$ cat config.mk
export PLATFORM = sky130hd
export DESIGN_NAME = sd_cmd_phy
export DESIGN_NICKNAME = d
export VERILOG_FILES = /design/src/rtl/sd_cmd_phy_pkg.sv /design/src/rtl/sd_crc7.sv /design/src/rtl/sd_cmd_phy.sv
export SDC_FILE = /design/constraint.sdc
export NUM_CORES = 1
export LEC_CHECK = 0
export ABC_CLOCK_PERIOD_IN_PS = 3800
export BUFFER_PORTS_ARGS = -buffer_cell sky130_fd_sc_hd__clkbuf_2
export CORE_MARGIN = 10
export CORE_UTILIZATION = 62
export CTS_CLUSTER_DIAMETER = 120
export CTS_CLUSTER_SIZE = 40
export DETAILED_ROUTE_END_ITERATION = 8
export GPL_ROUTABILITY_DRIVEN = 0
export MAX_ROUTING_LAYER = met4
export PLACE_DENSITY = 0.85
export RECOVER_POWER = 50
export REMOVE_ABC_BUFFERS = 1
export SKIP_CTS_REPAIR_TIMING = 1
export SYNTH_ARGS = -nofsm -noshare
export SYNTH_HDL_FRONTEND = slang
export SYNTH_HIERARCHICAL = 1
export SYNTH_SLANG_ARGS = --single-unit
$ cat constraint.sdc
create_clock -name CLK -period 3.8 [get_ports CLK]
set_input_delay 0 -clock CLK [delete_from_list [all_inputs] [get_ports CLK]]
set_output_delay 0 -clock CLK [all_outputs]
set_load 0.05 [all_outputs]
$ cat src/rtl/sd_cmd_phy_pkg.sv
// Shared definitions for the SD CMD-line transceiver: frame sizes, CRC7 polynomial, FSM states.
// Pure declarations; no timing or flow-control behaviour of its own.
// Consumers import this package; nothing here holds state.
package sd_cmd_phy_pkg;

    localparam int CMD_BITS        = 48;
    localparam int RESP_SHORT_BITS = 48;
    localparam int RESP_LONG_BITS  = 136;

    // x^7 + x^3 + 1 with the x^7 term implied
    localparam logic [6:0] CRC7_POLY = 7'h09;

    typedef enum logic [1:0] {
        RX_IDLE  = 2'd0,
        RX_SHIFT = 2'd1,
        RX_CHECK = 2'd2
    } rx_state_t;

    typedef enum logic [1:0] {
        TX_IDLE  = 2'd0,
        TX_WAIT  = 2'd1,
        TX_SHIFT = 2'd2,
        TX_END   = 2'd3
    } tx_state_t;

    function automatic logic [6:0] crc7_step(input logic [6:0] crc, input logic din);
        logic fb;
        fb = din ^ crc[6];
        return {crc[5:0], 1'b0} ^ (fb ? CRC7_POLY : 7'h00);
    endfunction

endpackage

$ cat src/rtl/sd_crc7.sv
// Serial CRC7 accumulator, one message bit per enabled cycle, MSB first.
// Result visible the cycle after the last enabled bit; clear has priority over enable.
// No backpressure: the caller decides when a bit is valid.
module sd_crc7
    import sd_cmd_phy_pkg::*;
(
    input  logic       CLK,
    input  logic       i_rst,
    input  logic       i_clr,
    input  logic       i_en,
    input  logic       i_bit,
    output logic [6:0] o_crc
);

    always_ff @(posedge CLK) begin
        if (i_rst || i_clr) begin
            o_crc <= 7'h00;
        end else if (i_en) begin
            o_crc <= crc7_step(o_crc, i_bit);
        end
    end

endmodule

$ cat src/rtl/sd_cmd_phy.sv
// Card-side SD CMD transceiver: decodes 48-bit host commands, serialises 48/136-bit responses.
// Command pulse 1 CLK after the end-bit rise pulse; pin updates 1 CLK after each SD-clock fall pulse.
// Responses accepted only while o_resp_ready; the requester must hold i_resp_valid until then.
module sd_cmd_phy
    import sd_cmd_phy_pkg::*;
#(
    parameter int SYNC_STAGES = 2,
    parameter int NCR_CYCLES  = 2
) (
    input  logic         CLK,
    input  logic         i_rst,
    input  logic         i_sd_clk,
    input  logic         i_sd_cmd,
    output logic         o_sd_cmd,
    output logic         o_sd_cmd_oe,
    output logic         o_cmd_valid,
    output logic         o_cmd_err,
    output logic [5:0]   o_cmd_index,
    output logic [31:0]  o_cmd_arg,
    input  logic         i_resp_valid,
    output logic         o_resp_ready,
    input  logic         i_resp_long,
    input  logic         i_resp_no_crc,
    input  logic [127:0] i_resp_data
);

    logic [SYNC_STAGES-1:0] clk_sync;
    logic [SYNC_STAGES-1:0] cmd_sync;
    logic                   clk_prev;
    logic                   clk_s;
    logic                   cmd_s;
    logic                   sd_rise;
    logic                   sd_fall;

    always_ff @(posedge CLK) begin
        if (i_rst) begin
            clk_sync <= '0;
            cmd_sync <= '1;
            clk_prev <= 1'b0;
        end else begin
            clk_sync <= (clk_sync << 1) | SYNC_STAGES'(i_sd_clk);
            cmd_sync <= (cmd_sync << 1) | SYNC_STAGES'(i_sd_cmd);
            clk_prev <= clk_s;
        end
    end

    assign clk_s   = clk_sync[SYNC_STAGES-1];
    assign cmd_s   = cmd_sync[SYNC_STAGES-1];
    assign sd_rise = clk_s & ~clk_prev;
    assign sd_fall = ~clk_s & clk_prev;

    // ---------------- receive ----------------
    rx_state_t             rx_state;
    rx_state_t             rx_state_n;
    tx_state_t             tx_state;
    tx_state_t             tx_state_n;
    logic [CMD_BITS-1:0]   rx_shift;
    logic [5:0]            rx_cnt;
    logic [6:0]            rx_crc;
    logic                  rx_crc_clr;
    logic                  rx_crc_en;
    logic                  rx_ok;

    // Start bit is zero, so clearing on it equals absorbing it into the CRC.
    assign rx_ok = !rx_shift[47] && rx_shift[46] && rx_shift[0] && (rx_crc == rx_shift[7:1]);

    always_comb begin
        rx_state_n  = rx_state;
        rx_crc_clr  = 1'b0;
        rx_crc_en   = 1'b0;
        o_cmd_valid = 1'b0;
        o_cmd_err   = 1'b0;
        case (rx_state)
            RX_IDLE: begin
                if (sd_rise && !cmd_s) begin
                    rx_state_n = RX_SHIFT;
                    rx_crc_clr = 1'b1;
                end
            end
            RX_SHIFT: begin
                if (sd_rise) begin
                    rx_crc_en = (rx_cnt < 6'd40);
                    if (rx_cnt == 6'(CMD_BITS - 1)) begin
                        rx_state_n = RX_CHECK;
                    end
                end
            end
            RX_CHECK: begin
                o_cmd_valid = rx_ok;
                o_cmd_err   = !rx_ok;
                rx_state_n  = RX_IDLE;
            end
            default: rx_state_n = RX_IDLE;
        endcase
        // The card must never decode its own response.
        if (tx_state != TX_IDLE) begin
            rx_state_n = RX_IDLE;
        end
    end

    always_ff @(posedge CLK) begin
        if (i_rst) begin
            rx_state <= RX_IDLE;
        end else begin
            rx_state <= rx_state_n;
        end
    end

    always_ff @(posedge CLK) begin
        if (i_rst) begin
            rx_shift    <= '0;
            rx_cnt      <= 6'd0;
            o_cmd_index <= 6'd0;
            o_cmd_arg   <= 32'd0;
        end else begin
            if (sd_rise) begin
                rx_shift <= {rx_shift[CMD_BITS-2:0], cmd_s};
            end
            if (rx_state == RX_IDLE) begin
                rx_cnt <= 6'd1;
            end else if (rx_state == RX_SHIFT && sd_rise) begin
                rx_cnt <= rx_cnt + 6'd1;
            end
            if (rx_state == RX_CHECK && rx_ok) begin
                o_cmd_index <= rx_shift[45:40];
                o_cmd_arg   <= rx_shift[39:8];
            end
        end
    end

    sd_crc7 u_rx_crc (
        .CLK   (CLK),
        .i_rst (i_rst),
        .i_clr (rx_crc_clr),
        .i_en  (rx_crc_en),
        .i_bit (cmd_s),
        .o_crc (rx_crc)
    );

    // ---------------- transmit ----------------
    logic [RESP_LONG_BITS-1:0] tx_shift;
    logic [RESP_LONG_BITS-1:0] tx_shift_n;
    logic [7:0]                tx_cnt;
    logic [7:0]                tx_last;
    logic [7:0]                tx_crc_pos;
    logic [6:0]                tx_wait;
    logic [6:0]                tx_crc;
    logic                      tx_long;
    logic                      tx_no_crc;
    logic                      tx_hold;
    logic                      tx_bit;
    logic                      tx_crc_en;
    logic                      do_shift;
    logic                      accept;

    assign o_resp_ready = (tx_state == TX_IDLE) && !i_rst;
    assign accept       = i_resp_valid && o_resp_ready;
    assign tx_last      = tx_long ? 8'(RESP_LONG_BITS - 1) : 8'(RESP_SHORT_BITS - 1);
    assign tx_crc_pos   = tx_long ? 8'd128 : 8'd40;

    always_comb begin
        tx_state_n = tx_state;
        do_shift   = 1'b0;
        tx_bit     = tx_shift[RESP_LONG_BITS-1];
        tx_shift_n = {tx_shift[RESP_LONG_BITS-2:0], 1'b0};
        case (tx_state)
            TX_IDLE: begin
                if (accept) begin
                    tx_state_n = TX_WAIT;
                end
            end
            TX_WAIT: begin
                if (sd_fall && tx_wait == 7'(NCR_CYCLES - 1)) begin
                    do_shift   = 1'b1;
                    tx_state_n = TX_SHIFT;
                end
            end
            TX_SHIFT: begin
                if (sd_fall) begin
                    do_shift = 1'b1;
                    if (tx_cnt == tx_last) begin
                        tx_state_n = TX_END;
                    end
                end
            end
            TX_END: begin
                if (sd_fall && tx_hold) begin
                    tx_state_n = TX_IDLE;
                end
            end
            default: tx_state_n = TX_IDLE;
        endcase
        // The frame is preloaded with the raw CRC field; splice in the computed one when it is due.
        if (tx_cnt == tx_crc_pos && !tx_no_crc) begin
            tx_bit                                        = tx_crc[6];
            tx_shift_n[RESP_LONG_BITS-1:RESP_LONG_BITS-6] = tx_crc[5:0];
        end
        tx_crc_en = do_shift && (tx_long ? (tx_cnt >= 8'd8 && tx_cnt < 8'd128) : (tx_cnt < 8'd40));
    end

    always_ff @(posedge CLK) begin
        if (i_rst) begin
            tx_state <= TX_IDLE;
        end else begin
            tx_state <= tx_state_n;
        end
    end

    always_ff @(posedge CLK) begin
        if (i_rst) begin
            o_sd_cmd    <= 1'b1;
            o_sd_cmd_oe <= 1'b0;
            tx_shift    <= '0;
            tx_cnt      <= 8'd0;
            tx_wait     <= 7'd0;
            tx_long     <= 1'b0;
            tx_no_crc   <= 1'b0;
            tx_hold     <= 1'b0;
        end else begin
            if (accept) begin
                tx_long   <= i_resp_long;
                tx_no_crc <= i_resp_no_crc;
                tx_cnt    <= 8'd0;
                tx_wait   <= 7'd0;
                tx_hold   <= 1'b0;
                tx_shift  <= i_resp_long ? {2'b00, 6'h3F, i_resp_data[127:1], 1'b1}
                                         : {2'b00, i_resp_data[37:0], 7'h7F, 1'b1, 88'd0};
            end
            if (tx_state == TX_WAIT && sd_fall) begin
                tx_wait <= tx_wait + 7'd1;
            end
            if (do_shift) begin
                o_sd_cmd    <= tx_bit;
                o_sd_cmd_oe <= 1'b1;
                tx_shift    <= tx_shift_n;
                tx_cnt      <= tx_cnt + 8'd1;
            end
            if (tx_state == TX_END && sd_fall) begin
                tx_hold <= 1'b1;
                if (tx_hold) begin
                    o_sd_cmd_oe <= 1'b0;
                    o_sd_cmd    <= 1'b1;
                end
            end
        end
    end

    sd_crc7 u_tx_crc (
        .CLK   (CLK),
        .i_rst (i_rst),
        .i_clr (accept),
        .i_en  (tx_crc_en),
        .i_bit (tx_shift[RESP_LONG_BITS-1]),
        .o_crc (tx_crc)
    );

endmodule

==> results of run 1 <==
## cells in the mapped netlist, drive strengths merged, types with 7 or more instances
cell,count
nor3,89
o221ai,42
nand3b,14
buf,55
dfxtp,271
clkbuf,116
a211oi,12
o211ai,8
o21ai,10
o31ai,39
nor2,39
xor2,7
nor2b,8
a311oi,87
nand2,232
inv,10
a31oi,9
nand4,49
a21oi,142
or4,7
ha,10
nand3,136
mux2i,51
## critical path, delay by kind of cell, from the launching register on
family                 cells  cell delay [ns]
AOI/OAI and AO/OA          1             0.16
DFF                        1             0.45
buffers and inverters      2             1.49
and+or+nand+nor            3             1.06
## flip-flops by register name, summed over array words and instances, names as in the netlist, 6 cells and up
| name | cells |
|---|---|
| tx_shift | 136 |
| rx_shift | 48 |
| o_cmd_arg | 32 |
| tx_cnt | 8 |
| tx_wait | 7 |
| u_rx_crc/o_crc | 7 |
| u_tx_crc/o_crc | 7 |
| o_cmd_index | 6 |
| rx_cnt | 6 |
## where the power goes
part | switching, mW | internal [mW] | total, mW
Combinational | 0.832 | 0.464 | 1.30
Sequential | 0.106 | 3.02 | 3.13
Clock | 0.851 | 0.533 | 1.38
## metrics by stage
step | util | power, mW | setup TNS (ns)
floorplan | - | 3.89 | -229.03
global placement | 0.677 | 4.30 | 0
detailed placement | 0.677 | 4.33 | 0
CTS | 0.691 | 5.67 | 0
global route | 0.749 | 6.07 | 0
finish | 0.749 | 5.81 | 0
## routing by layer
metal / GRT usage / wire length (um) / up-vias
li1: - / - / 5870
met1: 0.316 / 15100 / 5931
met5: - / 0 / -
met4: 0.0451 / 1060 / 0
met3: 0.0313 / 2950 / 97
met2: 0.369 / 17200 / 673
## cell type report
type | instances | area share
diodes | 4 | 0.000680
clock buffers | 11 | 0.0187
clock inverters | 1 | 0.000765
inverters | 10 | 0.00272
multi-input cells | 1051 | 0.433
flip-flops and latches | 271 | 0.368
well taps | 265 | 0.0225
repair buffers | 322 | 0.153
## path summary, 6_finish.rpt
path                                 endpoint  slack [ns]  cells past startpoint
worst max-delay path            tx_shift[112]        0.58                      6
worst min-delay path            tx_shift[113]       -0.03                      5
worst max register to register  tx_shift[112]        0.58                      6
worst min register to register    cmd_sync[1]        0.44                      1
## logic make-up (layout without fill, tap and decap cells)
kind of cell	after synthesis	in the layout	synth area share
AOI/OAI and AO/OA	367	367	0.213
muxes	51	51	0.0407
adders and majority gates	10	10	0.00998
buffers and inverters	181	344	0.0603
xor gates and xnor gates	13	13	0.00908
DFF	271	271	0.433
and+or+nand+nor	610	610	0.234
other	0	4	0
==> out/metrics.cfg, run 1 <==
[sta]
finalCritPeriodShare=0.848
max_freq_mhz=310
worst_slew_pin_slew_ns=2.21
hold_viol=8
hold_slack_ns=-0.0322
setup-violations-final=0
drv_slew=157
rsz0062_at_grt=no
timing.final.ws_setup_ns=0.577
min_period_ns=3.22
clock_skew_ns=0.0174
slew_headroom=-0.476

[finish]
final_common_cell=dfxtp_1
layout_common_cells=dfxtp_1, nand2_1, a21oi_1
regArea_mm2=0.00543
finalNetCount=1811
area_growth_pct=17.4
drive_gt1_frac=0.124
multi_input_area_mm2=0.00638
fin_area_mm2=0.0147
fillers=1447
finalNonFillerCells=1935

[floorplanning]
core_mm2=0.0197
start_util=0.638
die_x_um=162
pin_count=178
die_h_um=162
num_rows=51
die-area_mm2=0.0263

[setup_path]
cp_cell_sequence=nor2b_1 > and2_0 > clkbuf_2 > nand3_1 > a21oi_1 > dlygate4sd3_1
start_kind=flip-flop
slowest_stage=clkbuf_2
critical-path-max-stage-delay_ns=0.93
critPathArrivalTime_ns=3.67
cp_max_fo=58
timing.rr.start=clk_prev
cp.required_ns=4.25
cp-end-kind=flip-flop
path_class=reg2reg
crit_start=clk_prev

[synthesis]
synth.area.top_cells=dfxtp_1, nand2_1, a311oi_1, a21oi_1, nand3_1
synth_edf_count=0
synth_async_sr_flop_share=0
avgSynthCellArea_um2=8.34
ys_seq_area_frac=0.433
ys_ff_latch=271
synth.distinct_cells=58
synth_cells=1503
synthFlopType=dfxtp_1
synth_top_area_frac=0.433
ys_warn_count=6
synth_area_mm2=0.0125
synth_area_leader_cell=dfxtp_1

[status]
status=finished with violations
violations=negative hold slack, max-capacitance violations, max-slew violations

[pwr]
cellPowerDensity_mw_per_mm2=394
irDropWorstVdd_v=0.000283
power.leakage_nw=4.88

[routing]
detail_route.iter0.violations=1191
wl_per_cell_um=18.7
vias_per_cell=6.50
ant_nets=0
first_pass_iters=7
drc=0
routed_wl_um=36200
vias=12571

[global_route]
grt_max_degree=126
grt_pass1_vias=10974
gr-usage-all-layers=0.234
antenna_found_initial=3
grt_pass1_wl_um=52900
grt_overflow=0

[hold_path]
worstHoldStart=i_resp_data[113]
holdCritPathClass=in2reg

[placement]
dp_cells=1797
dp_slack_ns=1.37
io_buffers=177
place_area_mm2=0.0133
hpwlAfterDp_um=19800

[cts]
cts_buffers=10
cts_buffer_depth=3
h-tree-depth=1
clock-sinks=271
clk_pin_slew_ns=0.15
clock_latency_ns=0.49
cts_tree=built
root_buffer=clkbuf_16

[job]
max_cap_violations=3

No activity file was read; power rests on OpenSTA's default activity.
==> inputs of run 2 (changes only) <==
- ABC_CLOCK_PERIOD_IN_PS: 3800 -> 3100
- CORE_UTILIZATION: 62 -> 58
- PLACE_DENSITY: 0.85 -> 0.81
- clock period: 3.8 -> 3.1 ns (I/O delays scaled with it)
==> out/metrics.cfg, run 2 (same netlist as run 1, synthesis figures left out) <==
[setup_path]
cp.required_ns=3.45  ; was 4.25 ns
start_kind=flip-flop  ; unchanged
path_class=reg2reg  ; unchanged
critPathArrivalTime_ns=3.23  ; was 3.67 ns
cp-end-kind=flip-flop  ; unchanged
cp_max_fo=96  ; was 58

[cts]
root_buffer=clkbuf_16  ; unchanged
cts_buffers=10  ; unchanged
clk_pin_slew_ns=0.14  ; was 0.15 ns
clock-sinks=271  ; unchanged
cts_tree=built  ; unchanged
clock_latency_ns=0.49  ; about the same
h-tree-depth=1  ; unchanged
cts_buffer_depth=3  ; unchanged

[job]
max_cap_violations=1  ; was 3

[finish]
top_register=tx_shift  ; unchanged
final_core_util=0.703  ; was 0.749
fin_area_mm2=0.0149  ; was 0.0147 mm^2
area_growth_pct=18.7  ; was 17.4%
layout_common_cells=dfxtp_1, nand2_1, a21oi_1  ; unchanged
largest_reg_flops=136  ; unchanged
final_common_cell=dfxtp_1  ; unchanged
finalNetCount=1822  ; was 1811
largestRegisters=tx_shift: 136 flops, rx_shift: 48 flops, o_cmd_arg: 32 flops  ; unchanged
drive_gt1_frac=0.127  ; was 0.124

[routing]
routed_wl_um=35600  ; was 36200 um
first_pass_iters=6  ; was 7
vias_per_cell=6.39  ; was 6.50
detail_route.iter0.violations=1410  ; was 1191
wl_per_cell_um=18.2  ; was 18.7 um
drc=0  ; unchanged
vias=12487  ; was 12571
ant_nets=0  ; unchanged

[global_route]
grt_overflow=0  ; unchanged
antenna_found_initial=1  ; was 3
grt_max_degree=192  ; was 126
gr-usage-all-layers=0.214  ; was 0.234
grt_pass1_vias=10879  ; was 10974
grt_pass1_wl_um=52400  ; was 52900 um

[sta]
min_period_ns=2.88  ; was 3.22 ns
finalCritPeriodShare=0.928  ; was 0.848
timing.setup.tns_ns=0  ; unchanged
worst_slew_pin_slew_ns=2.10  ; was 2.21 ns
drv_slew=192  ; was 157
clock_skew_ns=0.0211  ; was 0.0174 ns
hold_slack_ns=-0.0622  ; was -0.0322 ns
setup-violations-final=0  ; unchanged
max_freq_mhz=348  ; was 310 MHz
hold_viol=11  ; was 8
rsz0062_at_grt=no  ; unchanged
slew_headroom=-0.397  ; was -0.476

[placement]
hpwlAfterDp_um=19500  ; was 19800 um
place_area_mm2=0.0134  ; was 0.0133 mm^2
io_buffers=177  ; unchanged

[pwr]
cellPowerDensity_mw_per_mm2=479  ; was 394 mW/mm^2
irDropWorstVdd_v=0.000373  ; was 0.000283 V
power.leakage_nw=4.88  ; about the same

[floorplanning]
die_x_um=167  ; was 162 um
die_h_um=167  ; was 162 um
pin_count=178  ; unchanged
core_mm2=0.0212  ; was 0.0197 mm^2
num_rows=53  ; was 51
die-area_mm2=0.0279  ; was 0.0263 mm^2
start_util=0.593  ; was 0.638

[status]
violations=negative hold slack, max-capacitance violations, max-slew violations  ; unchanged
status=finished with violations  ; unchanged

[hold_path]
holdCritPathClass=in2reg  ; unchanged

-- run 2: path summary, 6_finish.rpt --
| kind | from | end | slack (ns) | cells past startpoint |
|---|---|---|---|---|
| worst min register to register | cmd_sync[0] | cmd_sync[1] | 0.46 | 1 |
| worst max register to register | tx_state[1] | tx_shift[67] | 0.22 | 8 |
| worst max-delay path | tx_state[1] | tx_shift[67] | 0.22 | 8 |
| worst min-delay path | i_resp_data[122] | tx_shift[122] | -0.06 | 5 |
-- run 2: routing by layer --
layer / global-route usage / vias up / part of all wire
li1: - / 5893 / -
met1: 0.295 / 5916 / 0.43
met2: 0.330 / 620 / 0.48
met3: 0.0292 / 58 / 0.077
met4: 0.0462 / 0 / 0.019
met5: - / - / 0
-- run 2: stage by stage --
stage	power, mW	std cells	setup WS (ns)	hold slack, ns
2_1_floorplan	4.76	1332	-2.43	0.0691
3_3_place_gp	5.29	1809	0.838	0.202
3_5_place_dp	5.32	1809	0.791	0.205
4_1_cts	6.97	1821	0.421	-0.319
5_1_grt	7.40	1953	0.0615	-0.0163
6_report	7.13	1953	0.224	-0.0622
-- run 2: area by class of cell --
| type | instances | area (um^2) |
|---|---|---|
| multi-input combinational | 1051 | 6400 |
| fill | 1640 | 6270 |
| sequential | 271 | 5430 |
| timing repair buffer | 333 | 2390 |
| tap | 275 | 344 |
| clock buffer | 11 | 275 |
| inverter | 10 | 40.0 |
| clock inverter | 1 | 11.3 |
| antenna | 1 | 2.50 |
-- run 2: power breakdown --
group / total, mW / switching (mW) / internal (mW) / leakage, nW
Sequential: 3.83 / 0.129 / 3.70 / 2.20
Combinational: 1.60 / 1.02 / 0.573 / 2.54
Clock: 1.70 / 1.05 / 0.654 / 0.142
Total: 7.13 / 2.20 / 4.93 / 4.88
-- run 2: worst max-delay path: stages (launching register included) --
cell and delay [ns]:
dfxtp_1 0.37, inv_1 0.11, ha_1 0.21, nand3b_1 0.15, inv_4 0.32, buf_12 0.39
nand3_1 0.12, dlygate4sd3_1 0.59, a311oi_1 0.40
==> inputs of run 3 (changes only) <==
- PLACE_DENSITY: 0.81 -> 0.91
==> out/metrics.cfg, run 3 (same netlist as run 1, synthesis figures left out) <==
[status]
status=finished with violations  ; unchanged
violations=negative hold slack, max-capacitance violations, max-slew violations  ; unchanged

[routing]
first_pass_iters=5  ; was 6
detail_route.iter0.violations=1735  ; was 1410
vias_per_cell=6.55  ; was 6.39
vias=12759  ; was 12487
routed_wl_um=38400  ; was 35600 um
drc=0  ; unchanged
ant_nets=0  ; unchanged
wl_per_cell_um=19.7  ; was 18.2 um

[finish]
area_growth_pct=18.1  ; was 18.7%
finalNonFillerCells=1947  ; was 1953
largest_reg_flops=136  ; unchanged
layout_common_cells=dfxtp_1, nand2_1, a21oi_1  ; unchanged
final_common_cell=dfxtp_1  ; unchanged
drive_gt1_frac=0.128  ; was 0.127
top_register=tx_shift  ; unchanged
finalNetCount=1813  ; was 1822
largestRegisters=tx_shift: 136 flops, rx_shift: 48 flops, o_cmd_arg: 32 flops  ; unchanged
fillers=1541  ; was 1640

[pwr]
p_total_mw=7.20  ; was 7.13 mW
cellPowerDensity_mw_per_mm2=486  ; was 479 mW/mm^2
irDropWorstVdd_v=0.000385  ; was 0.000373 V
power.leakage_nw=4.90  ; was 4.88 nW

[global_route]
grt_pass1_wl_um=53700  ; was 52400 um
grt_overflow=0  ; unchanged
grt_max_degree=128  ; was 192
gr-usage-all-layers=0.221  ; was 0.214
antenna_found_initial=3  ; was 1
grt_pass1_vias=10953  ; was 10879

[sta]
setup-violations-final=0  ; unchanged
hold_viol=6  ; was 11
min_period_ns=2.91  ; was 2.88 ns
clock_skew_ns=0.0221  ; was 0.0211 ns
finalCritPeriodShare=0.940  ; was 0.928
max_freq_mhz=343  ; was 348 MHz
hold_slack_ns=-0.0478  ; was -0.0622 ns
worst_slew_pin_slew_ns=1.71  ; was 2.10 ns
slew_headroom=-0.141  ; was -0.397
timing.setup.tns_ns=0  ; unchanged
timing.final.ws_setup_ns=0.187  ; was 0.224 ns
drv_slew=91  ; was 192

[setup_path]
path_class=reg2reg  ; unchanged
cp_cell_sequence=inv_1 > ha_1 > and2_0 > nand2_4 > buf_4 > a311oi_1 > dlygate4sd3_1  ; was inv_1 > ha_1 > nand3b_1 > inv_4 > buf_12 > nand3_1 > dlygate4sd3_1 > a311oi_1
critPathArrivalTime_ns=3.30  ; was 3.23 ns
slowest_stage=buf_4  ; was dlygate4sd3_1
path_delay_family=buffers and inverters  ; unchanged
crit_buf_inv=3  ; was 4
start_kind=flip-flop  ; unchanged
cp.required_ns=3.48  ; was 3.45 ns
critical-path-max-stage-delay_ns=0.74  ; was 0.59 ns
cp_max_fo=89  ; was 96
cp-end-kind=flip-flop  ; unchanged

[floorplanning]
die_h_um=167  ; unchanged
die-area_mm2=0.0279  ; unchanged
die_x_um=167  ; unchanged
core_mm2=0.0212  ; unchanged
pin_count=178  ; unchanged
num_rows=53  ; unchanged
start_util=0.593  ; unchanged

[cts]
h-tree-depth=1  ; unchanged
root_buffer=clkbuf_16  ; unchanged
clk_pin_slew_ns=0.13  ; was 0.14 ns
clock-sinks=271  ; unchanged
cts_buffers=10  ; unchanged
cts_tree=built  ; unchanged
cts_buffer_depth=3  ; unchanged
clock_latency_ns=0.50  ; was 0.49 ns

[job]
max_cap_violations=1  ; unchanged

[placement]
dp_cells=1811  ; was 1809
dp_slack_ns=0.750  ; was 0.791 ns
io_buffers=177  ; unchanged
hpwlAfterDp_um=20700  ; was 19500 um

[hold_path]
holdCritPathClass=in2reg  ; unchanged

-- run 3: cell count changes in the layout (fill, tap and decap cells not counted), sizes merged --
cell / before / now
inv: 11 / 10
dlygate4sd3: 131 / 120
buf: 23 / 25
clkinvlp: 0 / 1
diode: 1 / 4
-- run 3: metrics by stage --
stage           util  cell area, um^2
6_report       0.700            14800
5_1_grt        0.700            14800
4_1_cts        0.646            13700
3_5_place_dp   0.632            13400
3_3_place_gp   0.632            13400
2_1_floorplan      -            11800
-- run 3: final timing paths --
| path | end | cells past startpoint | from | slack [ns] |
|---|---|---|---|---|
| max | tx_shift[3] | 7 | tx_state[0] | 0.19 |
| min | tx_shift[96] | 5 | i_resp_data[0] | -0.05 |
| max reg2reg | tx_shift[3] | 7 | tx_state[0] | 0.19 |
| min reg2reg | cmd_sync[1] | 1 | cmd_sync[0] | 0.44 |
-- run 3: metal layers --
| metal | GRT usage | wire, um |
|---|---|---|
| met1 | 0.299 | 15300 |
| met2 | 0.343 | 18300 |
| met3 | 0.0315 | 3530 |
| met4 | 0.0504 | 1210 |
| met5 | - | 0 |
-- run 3: final cells by class --
type / instances / area, um^2 / share of cell area
Multi-Input combinational cell: 1051 / 6400 / 0.432
Sequential cell: 271 / 5430 / 0.366
Timing Repair Buffer: 324 / 2310 / 0.156
Tap cell: 275 / 344 / 0.0232
Clock buffer: 11 / 275 / 0.0186
Inverter: 10 / 38.8 / 0.00262
Clock inverter: 1 / 11.3 / 0.000760
Antenna cell: 4 / 10.0 / 0.000676
-- run 3: power by group --
group          internal, mW  switching, mW
Clock                 0.654           1.06
Sequential             3.70          0.136
Combinational         0.592           1.06
Total                  4.95           2.25
-- run 3: tightest hold or removal path, cell delays in order --
cell      delay (ns)
clkbuf_2        0.08
mux2i_1         0.11
nand2_1         0.07
o221ai_1        0.07
a21oi_1         0.07
